--- src/rtl/lsu_pkg.sv ---
// lsu_pkg: shared types and helpers for the load/store initiator.
//   lsu_state_e : FSM states (IDLE, ACCESS, WRITE, RESP)
//   F3_*        : RV32I load/store funct3 encodings
//   is_err()    : request legality (alignment, range, funct3)
package lsu_pkg;

   typedef enum logic [1:0] {
      IDLE   = 2'd0,
      ACCESS = 2'd1,
      WRITE  = 2'd2,
      RESP   = 2'd3
   } lsu_state_e;

   localparam logic [2:0] F3_B  = 3'b000;
   localparam logic [2:0] F3_H  = 3'b001;
   localparam logic [2:0] F3_W  = 3'b010;
   localparam logic [2:0] F3_BU = 3'b100;
   localparam logic [2:0] F3_HU = 3'b101;

   // addr_w is the implemented byte-address width; any set bit above it is
   // out of range.
   function automatic logic is_err(input logic        we,
                                   input logic [2:0]  funct3,
                                   input logic [31:0] addr,
                                   input int unsigned addr_w);
      logic bad;
      bad = 1'b0;
      case (funct3)
         F3_B:    bad = 1'b0;
         F3_H:    bad = addr[0];
         F3_W:    bad = (addr[1:0] != 2'b00);
         F3_BU:   bad = we;
         F3_HU:   bad = we | addr[0];
         default: bad = 1'b1;
      endcase
      if ((addr >> addr_w) != 32'd0) bad = 1'b1;
      return bad;
   endfunction

endpackage

--- src/rtl/lsu_mem_master_byte_lane.sv ---
// lsu_byte_lane: combinational lane extraction and sub-word merge.
//   i_word        : memory word (mem_rd)
//   i_lane        : byte address low bits (addr[1:0])
//   i_funct3      : access size / signedness
//   i_wdata       : right-aligned store data
//   o_load_data   : selected lane, sign- or zero-extended (0 for illegal funct3)
//   o_merge_word  : i_word with the byte/half lane replaced by i_wdata
module lsu_byte_lane
   import lsu_pkg::*;
(
   input  logic [31:0] i_word,
   input  logic [1:0]  i_lane,
   input  logic [2:0]  i_funct3,
   input  logic [31:0] i_wdata,
   output logic [31:0] o_load_data,
   output logic [31:0] o_merge_word
);

   logic [7:0]  w_byte;
   logic [15:0] w_half;
   logic [31:0] w_mask;
   logic [31:0] w_ins;

   always_comb begin
      w_byte = 8'(i_word >> {i_lane, 3'b000});
      // half lane is addr[1]; addr[0] is guaranteed 0 for legal halves
      w_half = 16'(i_word >> {i_lane[1], 4'b0000});

      case (i_funct3)
         F3_B:    o_load_data = {{24{w_byte[7]}}, w_byte};
         F3_BU:   o_load_data = {24'd0, w_byte};
         F3_H:    o_load_data = {{16{w_half[15]}}, w_half};
         F3_HU:   o_load_data = {16'd0, w_half};
         F3_W:    o_load_data = i_word;
         default: o_load_data = 32'd0;
      endcase

      case (i_funct3)
         F3_B: begin
            w_mask = 32'h0000_00FF << {i_lane, 3'b000};
            w_ins  = {24'd0, i_wdata[7:0]} << {i_lane, 3'b000};
         end
         F3_H: begin
            w_mask = 32'h0000_FFFF << {i_lane[1], 4'b0000};
            w_ins  = {16'd0, i_wdata[15:0]} << {i_lane[1], 4'b0000};
         end
         default: begin
            w_mask = 32'hFFFF_FFFF;
            w_ins  = i_wdata;
         end
      endcase
      o_merge_word = (i_word & ~w_mask) | w_ins;
   end

endmodule

--- src/rtl/lsu_mem_master.sv ---
// lsu_mem_master: RV32I load/store initiator toward a word-addressed memory
// with combinational read and synchronous write. Sub-word stores are done as
// read-modify-write; illegal requests respond with an error and never touch
// memory.
// Optional feature macro: LSU_PERF_CNT_EN (adds o_perf_loads/stores/errs).
// Ports:
//   i_clk, i_reset           : clock, async active-high reset
//   i_req_*/o_req_ready      : request; accepted when i_req_valid & o_req_ready
//   o_resp_*                 : one-cycle response pulse, no backpressure
//   o_mem_we/a/wd, i_mem_rd  : memory interface
//   o_state                  : current FSM state (debug)
// Handshake: a request transfers on a rising edge where i_req_valid and
// o_req_ready are both high; o_req_ready is high only in IDLE. o_resp_valid
// is high for exactly one cycle and must be consumed in that cycle.
module lsu_mem_master
   import lsu_pkg::*;
#(
   parameter int ADDR_W = 8,
   parameter int DATA_W = 32
) (
   input  logic              i_clk,
   input  logic              i_reset,
   input  logic              i_req_valid,
   output logic              o_req_ready,
   input  logic              i_req_we,
   input  logic [2:0]        i_req_funct3,
   input  logic [31:0]       i_req_addr,
   input  logic [DATA_W-1:0] i_req_wdata,
   output logic              o_resp_valid,
   output logic [DATA_W-1:0] o_resp_rdata,
   output logic              o_resp_err,
   output logic              o_mem_we,
   output logic [ADDR_W-1:0] o_mem_a,
   output logic [DATA_W-1:0] o_mem_wd,
   input  logic [DATA_W-1:0] i_mem_rd,
`ifdef LSU_PERF_CNT_EN
   output logic [31:0]       o_perf_loads,
   output logic [31:0]       o_perf_stores,
   output logic [31:0]       o_perf_errs,
`else
   // counter ports exist only when the feature is enabled
`endif
   output lsu_state_e        o_state
);

   lsu_state_e  r_state;
   logic        r_we;
   logic [2:0]  r_f3;
   logic [1:0]  r_addr_lo;
   logic [31:0] r_wdata;
   logic [31:0] w_load_data;
   logic [31:0] w_merge_word;

   assign o_state = r_state;

   lsu_byte_lane u_lane (
      .i_word       (i_mem_rd),
      .i_lane       (r_addr_lo),
      .i_funct3     (r_f3),
      .i_wdata      (r_wdata),
      .o_load_data  (w_load_data),
      .o_merge_word (w_merge_word)
   );

   // Memory outputs are registered, so they are loaded on the edge that
   // enters the state in which they must be valid: mem_a (and SW's write)
   // on the accept edge, the merged word on the ACCESS->WRITE edge.
   always_ff @(posedge i_clk or posedge i_reset) begin
      if (i_reset) begin
         r_state      <= IDLE;
         r_we         <= 1'b0;
         r_f3         <= 3'd0;
         r_addr_lo    <= 2'd0;
         r_wdata      <= 32'd0;
         o_req_ready  <= 1'b1;
         o_resp_valid <= 1'b0;
         o_resp_rdata <= 32'd0;
         o_resp_err   <= 1'b0;
         o_mem_we     <= 1'b0;
         o_mem_a      <= '0;
         o_mem_wd     <= 32'd0;
`ifdef LSU_PERF_CNT_EN
         o_perf_loads  <= 32'd0;
         o_perf_stores <= 32'd0;
         o_perf_errs   <= 32'd0;
`endif
      end else begin
         case (r_state)
            IDLE: begin
               if (i_req_valid) begin
                  r_we        <= i_req_we;
                  r_f3        <= i_req_funct3;
                  r_addr_lo   <= i_req_addr[1:0];
                  r_wdata     <= i_req_wdata;
                  o_req_ready <= 1'b0;
                  if (is_err(i_req_we, i_req_funct3, i_req_addr, ADDR_W)) begin
                     o_resp_valid <= 1'b1;
                     o_resp_err   <= 1'b1;
                     o_resp_rdata <= 32'd0;
                     r_state      <= RESP;
                  end else begin
                     o_mem_a <= {i_req_addr[ADDR_W-1:2], 2'b00};
                     if (i_req_we && (i_req_funct3 == F3_W)) begin
                        o_mem_we <= 1'b1;
                        o_mem_wd <= i_req_wdata;
                     end
                     r_state <= ACCESS;
                  end
               end
            end
            ACCESS: begin
               if (!r_we) begin
                  o_resp_rdata <= w_load_data;
                  o_resp_valid <= 1'b1;
                  r_state      <= RESP;
               end else if (r_f3 == F3_W) begin
                  o_mem_we     <= 1'b0;
                  o_resp_rdata <= 32'd0;
                  o_resp_valid <= 1'b1;
                  r_state      <= RESP;
               end else begin
                  o_mem_wd <= w_merge_word;
                  o_mem_we <= 1'b1;
                  r_state  <= WRITE;
               end
            end
            WRITE: begin
               o_mem_we     <= 1'b0;
               o_resp_rdata <= 32'd0;
               o_resp_valid <= 1'b1;
               r_state      <= RESP;
            end
            RESP: begin
               o_resp_valid <= 1'b0;
               o_resp_err   <= 1'b0;
               o_resp_rdata <= 32'd0;
               o_req_ready  <= 1'b1;
               r_state      <= IDLE;
`ifdef LSU_PERF_CNT_EN
               if (o_resp_err)  o_perf_errs   <= o_perf_errs + 32'd1;
               else if (r_we)   o_perf_stores <= o_perf_stores + 32'd1;
               else             o_perf_loads  <= o_perf_loads + 32'd1;
`endif
            end
            default: r_state <= IDLE;
         endcase
      end
   end

endmodule
--- config.mk ---
export PLATFORM = sky130hd
export DESIGN_NAME = lsu_mem_master
export DESIGN_NICKNAME = d
export VERILOG_FILES = /design/src/rtl/lsu_pkg.sv /design/src/rtl/lsu_mem_master_byte_lane.sv /design/src/rtl/lsu_mem_master.sv
export SDC_FILE = /design/constraint.sdc
export NUM_CORES = 1
export LEC_CHECK = 0
export CELL_PAD_IN_SITES_DETAIL_PLACEMENT = 1
export CELL_PAD_IN_SITES_GLOBAL_PLACEMENT = 1
export CORE_UTILIZATION = 38
export DETAILED_ROUTE_END_ITERATION = 10
export PLACE_DENSITY = 0.91
export SYNTH_ARGS = -nofsm -noshare
export SYNTH_HDL_FRONTEND = slang
export SYNTH_SLANG_ARGS = --single-unit
--- constraint.sdc ---
create_clock -name i_clk -period 6.2 [get_ports i_clk]
set_input_delay 1.86 -clock i_clk [delete_from_list [all_inputs] [get_ports i_clk]]
set_output_delay 1.86 -clock i_clk [all_outputs]
set_load 0.1 [all_outputs]
==> impl_metrics.tcl, run 1 <==
set metrics [dict create \
    status "finished clean" \
    dpl_worst_slack_ps 1770 \
    whs_ps 508 \
    final_cell_mix "clkdlybuf4s50_1 (178), dfrtp_1 (113), mux2_4 (60), a21oi_1 (50), mux2_2 (49)" \
    drive_gt1_share_pct 22.1 \
    cts-htree-levels 4 \
    yosysTopAreaCell "dfrtp_1" \
    antenna_found_initial 0 \
    irDropWorstVdd_mv 0.336 \
    grt-ovfl-total 0 \
    fin_skew_ps 8.85 \
    cp-start-kind "input pin" \
    grt_start_max_net_pins 72 \
    cts.repair.resized 0 \
    n_antenna_cell 0 \
    grt_pass1_wl_mm 35.7 \
    synth_flop_cell "dfrtp_1" \
    rsz0062_at_grt "no" \
    syn_inst 570 \
    period_share_pct 64.9 \
    clock_latency_ps 430 \
    critPathMaxFanout 32 \
    ff2ff_setup_slack_ps 3160 \
    final_common_cell "clkdlybuf4s50_1" \
    start_util_pct 38.9 \
    clkSlewWorstSetupHoldPaths_ps 50 \
    dieArea_mm2 0.0174 \
    synth_area_mm2 0.00643 \
    seq_area_frac_synth_pct 44.4 \
    wl_per_cell_um 23.5 \
    finalSetupTns_ps 0 \
    chipHeight_um 132 \
    hpwlAfterDp_mm 16.2 \
    fillers 1725 \
    setup_violations 0 \
    hold_violations 0 \
    yosysWarnings 0 \
    netlist-cell-type-count 54 \
    setup_ws_ps 2180 \
    drc_errors 0 \
    power.density_mw_per_mm2 637 \
    ctsHoldBuffers 0 \
    period_needed_ps 4020 \
    clock-root-buffer "clkbuf_16" \
    track_usage_pct 27.0 \
    wl_mm 22.7 \
    synth_area_per_cell_um2 11.3 \
    slew_headroom_pct 21.9 \
    synthTopCellsByArea "dfrtp_1 (44%), mux2_4 (14%), mux2_2 (8.6%)" \
    arrival_ps 4330 \
    postSynth.asyncResetShare_pct 100 \
    die_x_um 132 \
    vias 5530 \
    gr-usage-met3_pct 6.00 \
    power_leakage_nw 3.87 \
    slew_viol_final 0 \
    portBuffers 178 \
    cp_data_required_time_ps 6500 \
    grt_pass1_vias 6183 \
    core_mm2 0.0165 \
    boundaryPins 181 \
    tightest_slew_ps 1170 \
    post_cts_buffers 0 \
    final_nets 841 \
    clock_path_buffers 2 \
    power_w 0.00571 \
    cts_buffers 17 \
    synth_top_area_share_pct 44.0 \
    gp_congestion 0.881 \
    utilization_pct 54.2 \
    end_kind "register" \
    hold_path_depth 1 \
    drtPass1Iterations 5 \
    areaGrowthSynthToFinish_pct 39.2 \
    fmax_mhz 249 \
    synth-seq-cells 114 \
    rows 47 \
    top_usage_layer "met2" \
    drt_iter0_drc 536 \
    cts_tree "yes" \
    cts_sinks 114 \
    r2r_cells 4 \
    critical_path_class "in -> reg" \
    synth_edf_count 0 \
    viasPerCell 5.72 \
    hold_class "reg -> reg" \
    drv_cap 0 \
    use_met2_pct 45.1 \
    use_met1_pct 33.3 \
    ant_nets 0 \
]
## metal layers
metal  vias up  wire [um]
li1       2425          -
met1      2795       9350
met2       250      11200
met3        60       1360
met4         0        777
met5         -          0
## through the flow
stage               cell area [um2]  std cells
finish                         8950        967
global route                   8950        967
CTS                            8950        967
detailed placement             8340        935
global placement               8340        935
floorplan                      6430        571
## cell usage after synthesis (all sizes together) (2+ instances only)
master / instances
dfrtp: 113
mux2: 109
a21oi: 50
nand2: 49
nor2: 40
clkbuf: 24
o21ai: 21
and3: 18
mux2i: 18
a221oi: 16
buf: 16
a22oi: 10
nand3: 9
o2bb2ai: 9
a211oi: 8
nor4: 8
a31oi: 7
inv: 6
ha: 4
nor2b: 3
nor3: 3
o21a: 3
clkinv: 2
mux4: 2
nand2b: 2
nand4: 2
o31ai: 2
or2: 2
## sequential cells by signal, summed over array words and instances, names as in the netlist
signal	flops
o_mem_a	6
o_mem_wd	32
o_mem_we	1
o_req_ready	1
o_resp_err	1
o_resp_rdata	32
o_resp_valid	1
o_state	2
r_addr_lo	2
r_f3	3
r_wdata	32
r_we	1
## kinds of logic after synthesis
| group | share of synthesized area (%) |
|---|---|
| compound gates | 14.1 |
| fa+ha+maj | 0.778 |
| buf+inv | 3.74 |
| flops | 44.4 |
| mux | 26.1 |
| other cells | 0.0583 |
| simple gates | 10.9 |
## path summary, 6_finish.rpt
check                                    startpoint                        to
setup / recovery                     i_req_addr[15]   o_mem_wd[8]$_DFFE_PP0P_
hold / removal              r_wdata[23]$_DFFE_PP0P_   r_wdata[23]$_DFFE_PP0P_
setup reg to reg           r_addr_lo[1]$_DFFE_PP0P_  o_mem_wd[25]$_DFFE_PP0P_
hold reg to reg             r_wdata[23]$_DFFE_PP0P_   r_wdata[23]$_DFFE_PP0P_
max in group asynchronous                   i_reset   o_mem_wd[1]$_DFFE_PP0P_
min in group asynchronous                   i_reset  o_mem_wd[20]$_DFFE_PP0P_
## critical path: stages
cell,delay (ps)
clkdlybuf4s50_1,440
nor4_1,320
nand4_1,360
nor4_4,440
o221ai_4,160
buf_4,340
mux2_4,380
## power breakdown
part	leakage [nW]	total (W)	internal [W]	switching, W
clock	0.287	0.00102	0.000650	0.000369
combinational	2.17	0.00334	0.00114	0.00220
sequential	1.42	0.00135	0.00104	0.000308
total	3.87	0.00571	0.00283	0.00288
## area by class of cell
type,instances,area (um2),share of cell area [%]
Inverter,8,32.5,0.363
Tap cell,220,275,3.07
Timing Repair Buffer,184,1830,20.4
Clock inverter,13,160,1.79
Clock buffer,19,453,5.06
Sequential cell,114,2850,31.9
Multi-Input combinational cell,409,3350,37.4
(Power assumes the default switching activity.)
==> run 2: changes to the inputs <==
- clock period: 6.2 -> 3.9 ns (I/O delays scaled with it)
==> impl_metrics.tcl, run 2 (same netlist as run 1, synthesis figures left out) <==
set metrics [dict create \
    slew_headroom_pct 23.5 \
    track_usage_pct 26.0 \
    cts_sinks 114 \
    slew_viol_final 0 \
    grt-ovfl-total 0 \
    setup_violations 0 \
    top_usage_layer "met2" \
    clkSlewWorstSetupHoldPaths_ps 60 \
    chipHeight_um 132 \
    clock-root-buffer "clkbuf_16" \
    hold_violations 0 \
    critical_path_class "in -> reg" \
    grt_start_max_net_pins 115 \
    hpwlAfterDp_mm 15.4 \
    rows 47 \
    cp_data_required_time_ps 4200 \
    hold_class "reg -> reg" \
    gp_congestion 0.851 \
    die_x_um 132 \
    n_antenna_cell 0 \
    power_leakage_nw 3.99 \
    final_common_cell "dfrtp_1" \
    drive_gt1_share_pct 31.5 \
    multi_input_comb_area_mm2 0.00335 \
    layoutNonFillerInstCount 970 \
    power_frac_clock_pct 17.8 \
    ff_latch_area_mm2 0.00285 \
    rsz0062_at_grt "no" \
    antenna_found_initial 0 \
    portBuffers 178 \
    clock_path_buffers 2 \
    dp_cells 938 \
    crit_chain "clkdlybuf4s50_1 -> nor4_1 -> nand4_1 -> o41ai_4 -> a32oi_4 -> buf_4 -> mux2_4" \
    grt_pass1_vias 5992 \
    cts.repair.resized 0 \
    finalSetupTns_ps 0 \
    drv_cap 0 \
    power.density_mw_per_mm2 1010 \
    setup_ws_ps 585 \
    drc_errors 0 \
    fmax_mhz 302 \
    p_sw_w 0.00449 \
    gr-usage-met3_pct 7.92 \
    dpl_worst_slack_ps 257 \
    cts_tree "yes" \
    cpMaxStageDelayCell "o41ai_4" \
    slowest_delay_ps 480 \
    boundaryPins 181 \
    use_met1_pct 31.1 \
    arrival_ps 3620 \
    start_util_pct 38.9 \
    dieArea_mm2 0.0174 \
    end_kind "register" \
    clock_latency_ps 420 \
    post_cts_buffers 0 \
    ctsHoldBuffers 0 \
    status "finished clean" \
    vias 5470 \
    tightest_slew_ps 1150 \
    final_nets 844 \
    period_share_pct 85.0 \
    cp-start-kind "input pin" \
    combPwrFrac_pct 58.4 \
    fin_skew_ps 7.33 \
    core_mm2 0.0165 \
    use_met2_pct 42.4 \
    final_cell_mix "dfrtp_1 (113), clkdlybuf4s50_1 (108), buf_4 (77), mux2_4 (60), a21oi_1 (50)" \
    wl_mm 21.8 \
    cts_buffers 17 \
    power_frac_seq_pct 23.8 \
    areaGrowthSynthToFinish_pct 37.0 \
    wl_per_cell_um 22.4 \
    period_needed_ps 3320 \
    p_int_w 0.00443 \
    critPathMaxFanout 33 \
    irDropWorstVdd_mv 0.617 \
    cts-htree-levels 4 \
    viasPerCell 5.64 \
    top_regs "o_mem_wd (32), o_resp_rdata (32), r_wdata (32)" \
    drtPass1Iterations 5 \
    drt_iter0_drc 434 \
    fillers 1747 \
    switching_share_pct 50.3 \
    grt_pass1_wl_mm 34.3 \
    ant_nets 0 \
]
[run 2: cell count changes in the layout (fill, tap and decap cells not counted), moves of 2 or more]
cell             previous run  this run
clkinvlp_4                  5         3
clkinv_2                    3         6
buf_4                       6        77
clkbuf_1                    0         2
buf_12                      0         2
clkdlybuf4s50_1           178       108
clkinv_4                    2         0
[run 2: area by class of cell]
type / instances / area share, %
Clock buffer: 21 / 5.23
Clock inverter: 11 / 1.53
Inverter: 8 / 0.383
Multi-Input combinational cell: 409 / 38.0
Sequential cell: 114 / 32.4
Tap cell: 220 / 3.12
Timing Repair Buffer: 187 / 19.3
[run 2: worst max-delay path: cells and delay by family]
kind | cells | cell delay, ps
buffers and inverters | 2 | 760
AND/OR/NAND/NOR | 2 | 740
AO/OA/AOI/OAI | 2 | 540
multiplexers | 1 | 380
[run 2: power by group through the flow]
| stage | registers (W) | logic [W] | clock network (W) |
|---|---|---|---|
| floorplan | 0.00374 | 0.00237 | 0 |
| global placement | 0.00209 | 0.00501 | 0 |
| detailed placement | 0.00212 | 0.00518 | 0 |
| CTS | 0.00211 | 0.00521 | 0.00161 |
| global route | 0.00217 | 0.00544 | 0.00167 |
| finish | 0.00212 | 0.00521 | 0.00159 |
[run 2: metrics by stage]
stage | util [%] | hold WS [ps] | total power (W) | area [um2]
floorplan | - | 474 | 0.00611 | 6440
global placement | 49.7 | 483 | 0.00710 | 8210
detailed placement | 49.7 | 491 | 0.00730 | 8210
CTS | 53.3 | 504 | 0.00893 | 8810
global route | 53.3 | 522 | 0.00928 | 8810
finish | 53.3 | 502 | 0.00892 | 8810
[run 2: per-layer routing]
| metal | wire [um] | share of wire [%] | up-vias |
|---|---|---|---|
| li1 | - | - | 2432 |
| met1 | 9000 | 41 | 2742 |
| met2 | 10500 | 48 | 240 |
| met3 | 1500 | 6.9 | 56 |
| met4 | 767 | 3.5 | 0 |
| met5 | 0 | 0 | - |
[run 2: worst paths after layout]
path	start	cells past startpoint	endpoint	slack, ps
worst max-delay path	i_req_addr[10]	7	o_resp_rdata[13]$_DFFE_PP0P_	580
worst max register to register	r_addr_lo[1]$_DFFE_PP0P_	5	o_resp_rdata[25]$_DFFE_PP0P_	1180
worst min register to register	r_wdata[18]$_DFFE_PP0P_	1	r_wdata[18]$_DFFE_PP0P_	500
min in group asynchronous	i_reset	3	o_mem_wd[17]$_DFFE_PP0P_	1290
worst min-delay path	r_wdata[18]$_DFFE_PP0P_	1	r_wdata[18]$_DFFE_PP0P_	500
max in group asynchronous	i_reset	3	o_resp_rdata[28]$_DFFE_PP0P_	2150
==> variant 1, RTL diff (config.mk and constraints of run 1) <==
Add a define of `LSU_PERF_CNT_EN`.
--- a/src/rtl/lsu_mem_master.sv
+++ b/src/rtl/lsu_mem_master.sv
@@ -12,6 +12,8 @@
 // Handshake: a request transfers on a rising edge where i_req_valid and
 // o_req_ready are both high; o_req_ready is high only in IDLE. o_resp_valid
 // is high for exactly one cycle and must be consumed in that cycle.
+`define LSU_PERF_CNT_EN
+
 module lsu_mem_master
    import lsu_pkg::*;
 #(
Behaviour (old outputs only; new: o_perf_errs, o_perf_loads and o_perf_stores): unchanged (equiv_simple and equiv_induct, registers matched by name and starting in step).
==> variant 1 against run 1 <==
Critical path depth unchanged. Worst setup slack worse by 190 ps. Total power increased by 28%. Critical endpoint is now o_mem_wd[29]. Utilization shrank 1.2 points. Synthesized cell count increased by 59%. Non-clock buffer count rose by 98. Synthesized area grew 62%. Wire length up 54%. Final area increased by 59%. Sequential cell count is 96 higher.
==> variant 1: results (changes against run 1) <==
DP Wirelength=25,420 µm (+57%); status=complete, no violations; largest net degree at the start of global routing=143 (+99%); Post CTS Setup Buffer Count=0 (unchanged); final worst slack=1987 ps (-190.2 ps); top cells by area, synth=dfrtp_1 (50%), xnor2_1 (5.8%), mux2_2 (5.7%), mux2_4 (4.3%), mux2_1 (3.8%); Num CTS Buffers=24 (+7); Worst-Skew Late Latency=520 ps (+90 ps); Max VDD drop=0.0002360 V (-30%); hold path depth=1 (unchanged); Distinct cells, synth=62 (+15%); most frequent cell after synthesis=dfrtp_1; Cell Area, Placed=13,480 µm² (+62%); Root Driver=clkbuf_16; drt wl/cell=22.77 µm (-2.9%); initial antenna violation count=6 (+6); reg2reg path depth=8 (+4); post_cts resized=0 (unchanged); Fill cells=2,823 (+64%); CTS Buffer Depth=3 (+1); Worst Path Max Fanout=32 (unchanged); R2R Setup Slk=2550 ps (-610 ps); DR vias=8,696 (+57%); routability cong.=0.8735 (-0.83%); share of cells above drive strength 1=12.08% (-10 points); Async S/R FF share, synth=100.0% (unchanged); clock-pin slew on the worst setup and hold paths=70 ps (+20 ps); vias in the first global route=9,283 (+50%); Worst Clk Skew=15.40 ps (+6.549 ps); crit path DAT=4620 ps (+290 ps); leak pwr=6.063 nW (+57%); NetSw=3.531 mW (+23%); H-tree depth=1 (-3); DP Worst Slack=1414 ps (-353.5 ps); Total Routing Usage GR=24.75% (-2.2 points); register area share after synthesis=50.31% (+5.9 points); max_slew headroom=19.62% (-2.3 points); first-pass GRT wire length=54,510 µm (+53%); Worst Hold Class=register to register; Synth top cells by count=dfrtp_1 (209), xnor2_1 (69), nand2_1 (63), mux2_2 (53), a21oi_1 (50); Syn. warnings=0 (unchanged); Starting DRT DRC Count=509 (-5.0%); PortBufs=274 (+54%); Nets=1,284 (+53%); TritonRoute pass-1 iters=5 (unchanged)
==> variant 1: cell type report <==
cell class | count | area, µm² | share of cell area, %
sequential | 210 | 5256 | 36.83
multi-input combinational | 643 | 4927 | 34.53
timing repair buffer | 282 | 2815 | 19.73
clock buffer | 36 | 705.7 | 4.945
tap | 341 | 426.7 | 2.990
clock inverter | 8 | 78.83 | 0.5524
inverter | 13 | 52.55 | 0.3683
antenna | 3 | 7.507 | 0.05261
==> variant 1: power groups by stage <==
stage          Clock [mW]  Sequential, mW  Combinational, mW
3_5_place_dp            0            2.08               3.77
3_3_place_gp            0            2.05               3.67
5_1_grt              1.49            2.10               3.96
2_1_floorplan           0            3.42               1.48
6_report             1.41            2.07               3.80
4_1_cts              1.44            2.06               3.80
==> variant 1: worst max-delay path, stage by stage <==
cell and delay [ps]:
clkdlybuf4s50_1 420, nor4_1 370, nand3_1 300, or4b_4 620, a21oi_4 120, buf_4 490, mux2_2 400
==> variant 1: cell families after synthesis <==
kind of cell	synth area share [%]
other cells	0.03589
flops	50.31
compound gates	9.400
buf+inv	2.694
mux	16.05
fa+ha+maj	0.8382
xor+xnor	7.795
simple gates	12.88
==> variant 1: per-layer routing <==
metal  up-vias  global-route usage [%]  routed length [µm]
met4         6                   9.095                1148
met3        82                   7.781                2987
met2       337                   41.81               17010
li1       3812                       -                   -
met1      4459                   29.56               13790
met5         -                       0                  41
==> variant 1: through the flow <==
step | util, % | cells | hold WS [ps] | power, mW
finish | 52.95 | 1536 | 478.2 | 7.275
global placement | 50.01 | 1489 | 462.3 | 5.716
floorplan | - | 910 | 470.1 | 4.900
CTS | 52.92 | 1533 | 486.5 | 7.297
global route | 52.94 | 1535 | 503.1 | 7.552
detailed placement | 50.01 | 1489 | 473.7 | 5.851
==> variant 1: worst paths after layout <==
check,endpoint,from
max in group asynchronous,o_mem_wd[28],i_reset
max,o_mem_wd[29],i_req_addr[9]
min,o_perf_errs[31],o_perf_errs[31]
max reg2reg,o_mem_wd[8],o_state[1]
min reg2reg,o_perf_errs[31],o_perf_errs[31]
min in group asynchronous,o_perf_stores[19],i_reset
==> variant 2, RTL diff (config.mk and constraints of run 1) <==
Without the edit above. Reset style: synchronous (`i_reset`), changed in one clocked block. Comments in the files are not updated.
--- a/src/rtl/lsu_mem_master.sv
+++ b/src/rtl/lsu_mem_master.sv
@@ -65,7 +65,7 @@
    // Memory outputs are registered, so they are loaded on the edge that
    // enters the state in which they must be valid: mem_a (and SW's write)
    // on the accept edge, the merged word on the ACCESS->WRITE edge.
-   always_ff @(posedge i_clk or posedge i_reset) begin
+   always_ff @(posedge i_clk) begin
       if (i_reset) begin
          r_state      <= IDLE;
          r_we         <= 1'b0;
Check against the original RTL: differs if i_reset is asserted again (counterexample within 4 cycles, from zero or initial values and one cycle with i_reset high); with i_reset held inactive, the same outputs for 4 cycles.
==> variant 2 against run 1 <==
Via count rose by 17%. Wire length grew 2.8%. Worst setup slack got worse by 470 ps. Sequential cell count unchanged. Synthesized cell count up 29%. Final area fell by 3.2%. Synthesized area is 4.2% lower. Critical endpoint is now o_mem_wd[18].
Power is not compared: it rests on default switching activity, and its combinational part moved more than twofold at a synthesized area within 25%.
==> variant 2: results (changes against run 1) <==
cell area after layout=8663 µm² (-3.2%); largest registers=o_mem_wd x32, o_resp_rdata x32, r_wdata x32; Worst Clk Skew=7.900 ps (-0.9462 ps); DP Wirelength=16,390 µm (+1.0%); clkbuf count=18 (-1); WHS Endpoint=o_mem_wd[7]; final worst slack=1706 ps (-470.5 ps); Total Routed Length=23,320 µm (+2.8%); Slowest-stage cell, CP=or2_1; Total Routing Usage GR=28.52% (+1.5 points); hold path depth=2 (+1); Non-clock buffer share=21.46% (+1.1 points); vias in the first global route=6,719 (+8.7%); invs w/o clock=9 (+1); r2r startpoint=r_addr_lo[1]; Syn Inst Count=733 (+29%); reg2reg path depth=5 (+1); Final Hold Slack=450.7 ps (-57.13 ps); Fill cells=1,862 (+7.9%); clock network area share=7.683% (+0.84 points); Synth top cells by count=nand2_1 (121), dfxtp_1 (114), a21oi_1 (74), nor2_1 (52), clkbuf_1 (44); post-route ant nets=0 (unchanged); Starting DRT DRC Count=586 (+9.3%); seq_cells=114 (unchanged); status=complete, no violations; Seq/total area=26.34% (-5.5 points); drt wl/cell=21.13 µm (-9.9%); Tightest Pin Transition=1221 ps (+52.57 ps); first-pass GRT wire length=36,110 µm (+1.3%); Max VDD drop=roughly 0.00025 V; DR vias=6,455 (+17%); R2R Setup Slk=2550 ps (-610 ps); routability cong.=0.9212 (+4.6%); crit path DAT=4770 ps (+440 ps); Non-clk bufs=189 (+2.7%); Num CTS Buffers=17 (unchanged); cell area after synthesis=6163 µm² (-4.2%); largest net degree at the start of global routing=69 (-4.2%); multi-input logic area=3552 µm² (+6.0%); Distinct cells, synth=63 (+17%); Nets=982 (+17%); DP Worst Slack=1285 ps (-482.8 ps); top cells by area, synth=dfxtp_1 (37%), nand2_1 (7.4%), a21oi_1 (6.0%), mux2_2 (4.2%), nor2_1 (3.2%); Setup crit start=i_req_addr[10]; initial antenna violation count=0 (unchanged); hold path startpoint=o_mem_wd[7]; CP peak stage delay=830 ps (+390 ps); Worst Path Max Fanout=26 (-19%); share of cells above drive strength 1=11.71% (-10 points); Setup crit end=o_mem_wd[18]; Cell Area, Placed=7998 µm² (-4.1%); clock-pin slew on the worst setup and hold paths=about 60 ps; placed insts=1,072 (+15%); multi-input gates=544 (+33%); FF-to-FF End=o_mem_wd[29]; Async S/R FF share, synth=0% (-100 points)
[variant 2: cell count changes in the layout (fill, tap and decap cells not counted), moves of 15 or more]
cell     change
nand2_1     +73
and3_1      -15
mux2_2      -26
dfxtp_1    +114
dfrtp_1    -113
mux2_4      -52
a22o_1      +17
nor2b_1     +15
a21oi_1     +24
a21o_1      +15
[variant 2: layer usage]
layer	share of wire (%)	global-route usage, %	up-vias
met5	0	0	-
met4	4.2	14.88	0
li1	-	-	2956
met3	7.1	8.629	75
met1	40	32.34	3136
met2	49	48.36	288
[variant 2: cell families after synthesis]
group,after synthesis,share of synthesized area [%]
buffers and inverters,76,5.440
adders and majority gates,4,0.8121
AOI/OAI and AO/OA,250,28.75
and+or+nand+nor,241,18.96
DFF,114,37.03
muxes,47,8.953
other,1,0.06084
[variant 2: power breakdown]
group | leakage (nW) | switching [mW] | internal (mW)
registers | 0.926 | 0.106 | 0.837
logic | 1.97 | 1.05 | 0.466
clock network | 0.320 | 0.371 | 0.751
